### config.mk
export PLATFORM = sky130hd
export DESIGN_NAME = wave_generator
export DESIGN_NICKNAME = d
export VERILOG_FILES = /design/src/rtl/wave_generator.sv
export SDC_FILE = /design/constraint.sdc
export NUM_CORES = 1
export LEC_CHECK = 0
export CAP_MARGIN = 20
export CORE_MARGIN = 5
export CORE_UTILIZATION = 29
export DETAILED_ROUTE_END_ITERATION = 8
export SYNTH_ARGS = -nofsm -noshare
export SYNTH_HDL_FRONTEND = slang
export SYNTH_SLANG_ARGS = --single-unit
### constraint.sdc
create_clock -name clk -period 4.3 [get_ports clk]
set_input_delay 0.86 -clock clk [delete_from_list [all_inputs] [get_ports clk]]
set_output_delay 0.86 -clock clk [all_outputs]
set_load 0.02 [all_outputs]
### src/rtl/wave_generator.sv
// rtl/wave_generator.sv - Configurable triangle / saw / one-shot ramp generator.
// Bounds and step are captured on cfg_load; arithmetic is N+1 bits so steps clamp instead of wrapping.
module wave_generator #(
  parameter int N = 8,
  parameter int S = 4
) (
  input  logic         clk,
  input  logic         rst,
  input  logic         ena,
  input  logic         cfg_load,
  input  logic [1:0]   mode,
  input  logic [N-1:0] lo,
  input  logic [N-1:0] hi,
  input  logic [S-1:0] step,
  output logic [N-1:0] out,
  output logic         dir,
  output logic         period,
  output logic         done,
  output logic         cfg_err
);

  typedef enum logic [1:0] {
    MODE_TRI     = 2'b00,
    MODE_SAW_UP  = 2'b01,
    MODE_SAW_DN  = 2'b10,
    MODE_ONESHOT = 2'b11
  } mode_e;

  mode_e        mode_q, mode_d;
  logic [N-1:0] lo_q, lo_d;
  logic [N-1:0] hi_q, hi_d;
  logic [S-1:0] step_q, step_d;
  logic [N-1:0] out_q, out_d;
  logic         dir_q, dir_d;
  logic         period_q, period_d;
  logic         done_q, done_d;
  logic         err_q, err_d;

  logic [N:0]   out_x, step_x, lo_x, hi_x, up_sum;
  logic [N-1:0] step_n, up_val, dn_val;
  logic         active;

  assign out_x  = {1'b0, out_q};
  assign lo_x   = {1'b0, lo_q};
  assign hi_x   = {1'b0, hi_q};
  assign step_x = (N+1)'(step_q);
  assign step_n = N'(step_q);
  assign up_sum = out_x + step_x;

  // out - step < lo is tested as out < lo + step so the subtraction never underflows
  assign up_val = (up_sum >= hi_x) ? hi_q : up_sum[N-1:0];
  assign dn_val = (out_x < (lo_x + step_x)) ? lo_q : (out_q - step_n);

  assign active = ena && !err_q && (step_q != '0);

  always_comb begin
    mode_d   = mode_q;
    lo_d     = lo_q;
    hi_d     = hi_q;
    step_d   = step_q;
    out_d    = out_q;
    dir_d    = dir_q;
    done_d   = done_q;
    err_d    = err_q;
    period_d = 1'b0;
    if (cfg_load) begin
      mode_d = mode_e'(mode);
      lo_d   = lo;
      hi_d   = hi;
      step_d = step;
      out_d  = lo;
      dir_d  = 1'b0;
      done_d = 1'b0;
      err_d  = (lo >= hi);
    end else if (active) begin
      case (mode_q)
        MODE_TRI: begin
          if (!dir_q) begin
            out_d = up_val;
            if (up_val == hi_q) dir_d = 1'b1;
          end else begin
            out_d = dn_val;
            if (dn_val == lo_q) begin
              dir_d    = 1'b0;
              period_d = 1'b1;
            end
          end
        end
        MODE_SAW_UP: begin
          dir_d = 1'b0;
          if (out_q == hi_q) begin
            out_d    = lo_q;
            period_d = 1'b1;
          end else begin
            out_d = up_val;
          end
        end
        MODE_SAW_DN: begin
          dir_d = 1'b1;
          if (out_q == lo_q) begin
            out_d    = hi_q;
            period_d = 1'b1;
          end else begin
            out_d = dn_val;
          end
        end
        MODE_ONESHOT: begin
          if (!done_q) begin
            out_d = up_val;
            if (up_val == hi_q) begin
              done_d   = 1'b1;
              period_d = 1'b1;
            end
          end
        end
        default: ;
      endcase
    end
  end

  always_ff @(posedge clk) begin
    if (rst) begin
      mode_q   <= MODE_TRI;
      lo_q     <= '0;
      hi_q     <= '1;
      step_q   <= S'(1);
      out_q    <= '0;
      dir_q    <= 1'b0;
      period_q <= 1'b0;
      done_q   <= 1'b0;
      err_q    <= 1'b0;
    end else begin
      mode_q   <= mode_d;
      lo_q     <= lo_d;
      hi_q     <= hi_d;
      step_q   <= step_d;
      out_q    <= out_d;
      dir_q    <= dir_d;
      period_q <= period_d;
      done_q   <= done_d;
      err_q    <= err_d;
    end
  end

  assign out     = out_q;
  assign dir     = dir_q;
  assign period  = period_q;
  assign done    = done_q;
  assign cfg_err = err_q;

endmodule
==> qor.csv <==
stage,metric,value,unit
final_layout,fin nets,548,
setup_path,R2R Path End,out[6],
clock_network,Clock transition at path regs,0.06,ns
clock_network,"Clk Latency, worst-skew pair",0.28,ns
final_layout,most frequent cells in the layout,"38 x nor2_1, 38 x ha_1, 36 x clkdlybuf4s50_1, 32 x inv_1, 32 x dfxtp_1",
timing,relative slew slack,35.8,%
global_routing,GRT Total Usage,17.2,%
detailed_routing,via count,3592,
synthesis,Post-synth EDFFs,0,
pwr,pwr/cell area,308,nW/µm²
synthesis,Post-Syn Nets,508,
synthesis,top post-synthesis cells by area,"dfxtp_1 19%, ha_1 14%, xnor2_1 5.4%",
synthesis,Netlist cell types,61,
run_status,status,finished clean,
global_routing,aggregate global routing overflow,0,
timing,Worst-Margin Slew,0.963,ns
synthesis,Syn Inst Count,440,
setup_path,worst path cell trace,"ha_1, a21o_1, a21oi_1, nor2b_1, o2111ai_1, xor2_1, ha_1, nand3_1, o31ai_2, o21a_1, a21oi_1, a221o_1, a21boi_0, a311oi_1",
synthesis,"Top FF cell, synth",dfxtp_1,
pwr,Clock power frac,31.1,%
synthesis,Yosys Warn Count,0,
pwr,Lkg Pwr,0.00188,µW
synthesis,syn avg cell area,8.08,µm²
setup_path,R2R setup slack,0.34,ns
global_routing,vias in the first global route,3522,
setup_path,crit path kind,reg -> reg,
setup_path,WP data required,4.44,ns
clock_network,clock sinks,34,
synthesis,"area leader, netlist",dfxtp_1,
final_layout,fraction of layout cells with a size suffix above 1,8.52,%
final_layout,# fillers,1262,
global_routing,largest net degree at the start of global routing,51,
synthesis,synthesis-stage register bit count,34,
floorplanning,Die W,121,µm
floorplanning,die span in y,121,µm
pwr,Seq pwr share,27.9,%
pwr,total power,1340,µW
detailed_routing,Total Wirelength,12500,µm
pwr,Pint,843,µW
placed_design,PortBufs,37,
synthesis,Post-Synth Simple-Gate Area,15.9,%
min_path,Hold Path Sink,cfg_err,
pwr,switching power,494,µW
detailed_routing,WL/cell,19.8,µm
detailed_routing,DRT Pass-1 Iters,7,
synthesis,multiplexer area fraction after synthesis,6.01,%
synthesis,xor/xnor share of the synthesized area,11.2,%
detailed_routing,drt via density,5.72,
timing,fin crit share,92.0,%
clock_network,CTS Buffer Depth,2,
clock_network,CTS Buf Count,5,
detailed_routing,antenna-violating nets left,0,
placed_design,Post-DP HPWL,9770,µm
timing,Final Max Slew Viols,0,
setup_path,CP endpoint kind,flip-flop,
synthesis,"Seq/Total Area, Yosys",19.1,%
pwr,Worst VDD drop,149,µV
setup_path,r2r worst-path depth,14,
setup_path,RR Startpoint,lo_q[1],
setup_path,CP max FO,10,
pwr,Comb pwr share,41.0,%
timing,final worst setup slack,0.343,ns
setup_path,startpoint types,flip-flop,
floorplanning,Die ar.,14600,µm²
global_routing,global-route wire length before repair,19900,µm
run,max-cap violations,0,
setup_path,Crit-path slowest cell,dfxtp_1,
synthesis,adder-cell share of the synthesized area,15.4,%
timing,crit path time final,3.96,ns
clock_network,H-tree depth,2,
min_path,Min-Delay Startpoint,cfg_err,
detailed_routing,DRC,0,
global_routing,initial antenna violation count,0,
setup_path,arrival time worst endpoint,4.10,ns
pwr,switch share,37.0,%
detailed_routing,number of DRC markers in iteration 0,356,
floorplanning,Ports,38,
final_layout,Antenna diodes,0,
timing,worst-case clock skew,0.00583,ns
floorplanning,Core Footprint,12000,µm²
timing,unrepaired setup endpoints after global routing,no,
clock_network,TritonCTS clock tree,yes,
floorplanning,Initial Util,29.6,%
clock_network,hold buffers post-CTS,0,
timing,Final Hold Viols,0,
synthesis,mapped cell area,3560,µm²
synthesis,asr flop ratio synth,0,%
min_path,Hold Crit Depth,2,
clock_network,CTS root buf,clkbuf_16,
min_path,Hold Path Class,reg -> reg,
placed_design,gpl congestion,0.950,
floorplanning,FP Rows,40,
timing,final setup vio count,0,
placed_design,Place WS,-0.0932,ns
synthesis,main combinational cell family by area after synthesis,compound AO/OA/AOI/OAI gates,
timing,Max Freq,253,MHz
setup_path,CP max stage delay,0.53,ns
synthesis,post-synth top area share,19.1,%
synthesis,fraction of the mapped netlist area in compound gates,25.9,%
final_layout,P&R area growth vs syn,22.1,%
-- sequential cells by signal, summed over array words and instances, names as in the netlist --
signal   cells
done         1
dir          1
period       1
step_q       4
hi_q         8
out          8
mode_q       2
lo_q         8
cfg_err      1
-- worst max-delay path by stage --
stage / start / to
after floorplan: out[2] / out[1]
after global placement: step_q[2] / out[7]
after detailed placement: step_q[2] / out[7]
after CTS: step_q[2] / out[7]
after global routing: lo_q[1] / out[6]
final: lo_q[1] / out[6]
-- power groups by stage --
stage	Clock, µW	Combinational [µW]	Sequential [µW]
2_1_floorplan	0	357	377
3_3_place_gp	0	525	380
3_5_place_dp	0	530	379
4_1_cts	414	535	373
5_1_grt	432	607	377
6_report	416	548	373
-- critical path: cells and delay by family, from the launching register on --
kind	cells	cell delay [ns]
AND/OR/NAND/NOR	2	0.20
flip-flops	1	0.53
adder cells (fa/ha/maj)	2	0.63
XOR/XNOR	1	0.11
AO/OA/AOI/OAI	9	2.35
-- kinds of logic (layout without fill, tap and decap cells) --
family | after synthesis | count (layout)
xor gates and xnor gates | 44 | 44
muxes | 21 | 21
AOI/OAI and AO/OA | 125 | 125
DFF | 34 | 34
buffers and inverters | 57 | 98
and+or+nand+nor | 117 | 117
adders and majority gates | 42 | 42
-- layout make-up --
| cell class | count | area [µm²] | area share [%] |
|---|---|---|---|
| Inverter | 33 | 124 | 2.85 |
| Tap cell | 147 | 184 | 4.24 |
| Clock inverter | 2 | 37.5 | 0.864 |
| Clock buffer | 6 | 129 | 2.97 |
| Sequential cell | 34 | 683 | 15.7 |
| Timing Repair Buffer | 57 | 515 | 11.9 |
| Multi-Input combinational cell | 349 | 2670 | 61.5 |
-- what timing repair did --
item | 4_1_cts | 5_1_grt
setup endpoints to repair | 5 | 10
resized for setup | 1 | 8
setup buffers | 0 | 2
pin swaps | 0 | 1
-- metal layers --
layer | part of all wire, % | GRT usage (%) | up-vias
met4 | 2.8 | 4.46 | 0
met5 | 0 | 0 | -
met2 | 44 | 27.0 | 165
li1 | - | - | 1683
met3 | 8.3 | 3.46 | 28
met1 | 45 | 24.0 | 1716
-- cell usage after synthesis (all sizes together) (9+ instances only) --
cell,n
clkbuf,15
xor2,21
a21o,9
nor2,38
mux2i,18
a21oi,25
ha,39
buf,9
o21ai,17
xnor2,22
nand2,28
inv,32
dfxtp,34
-- per-stage QoR --
stage	setup TNS, ns	hold slack (ns)	instances	cell area (µm²)	utilization (%)
6_report	0	0.510	628	4340	36.2
5_1_grt	0	0.585	628	4340	36.2
4_1_cts	0	0.518	626	4310	35.9
2_1_floorplan	0	0.509	440	3560	-
3_5_place_dp	-0.209	0.512	618	4140	34.4
3_3_place_gp	-0.0184	0.502	618	4140	34.4
(Power assumes the default switching activity.)
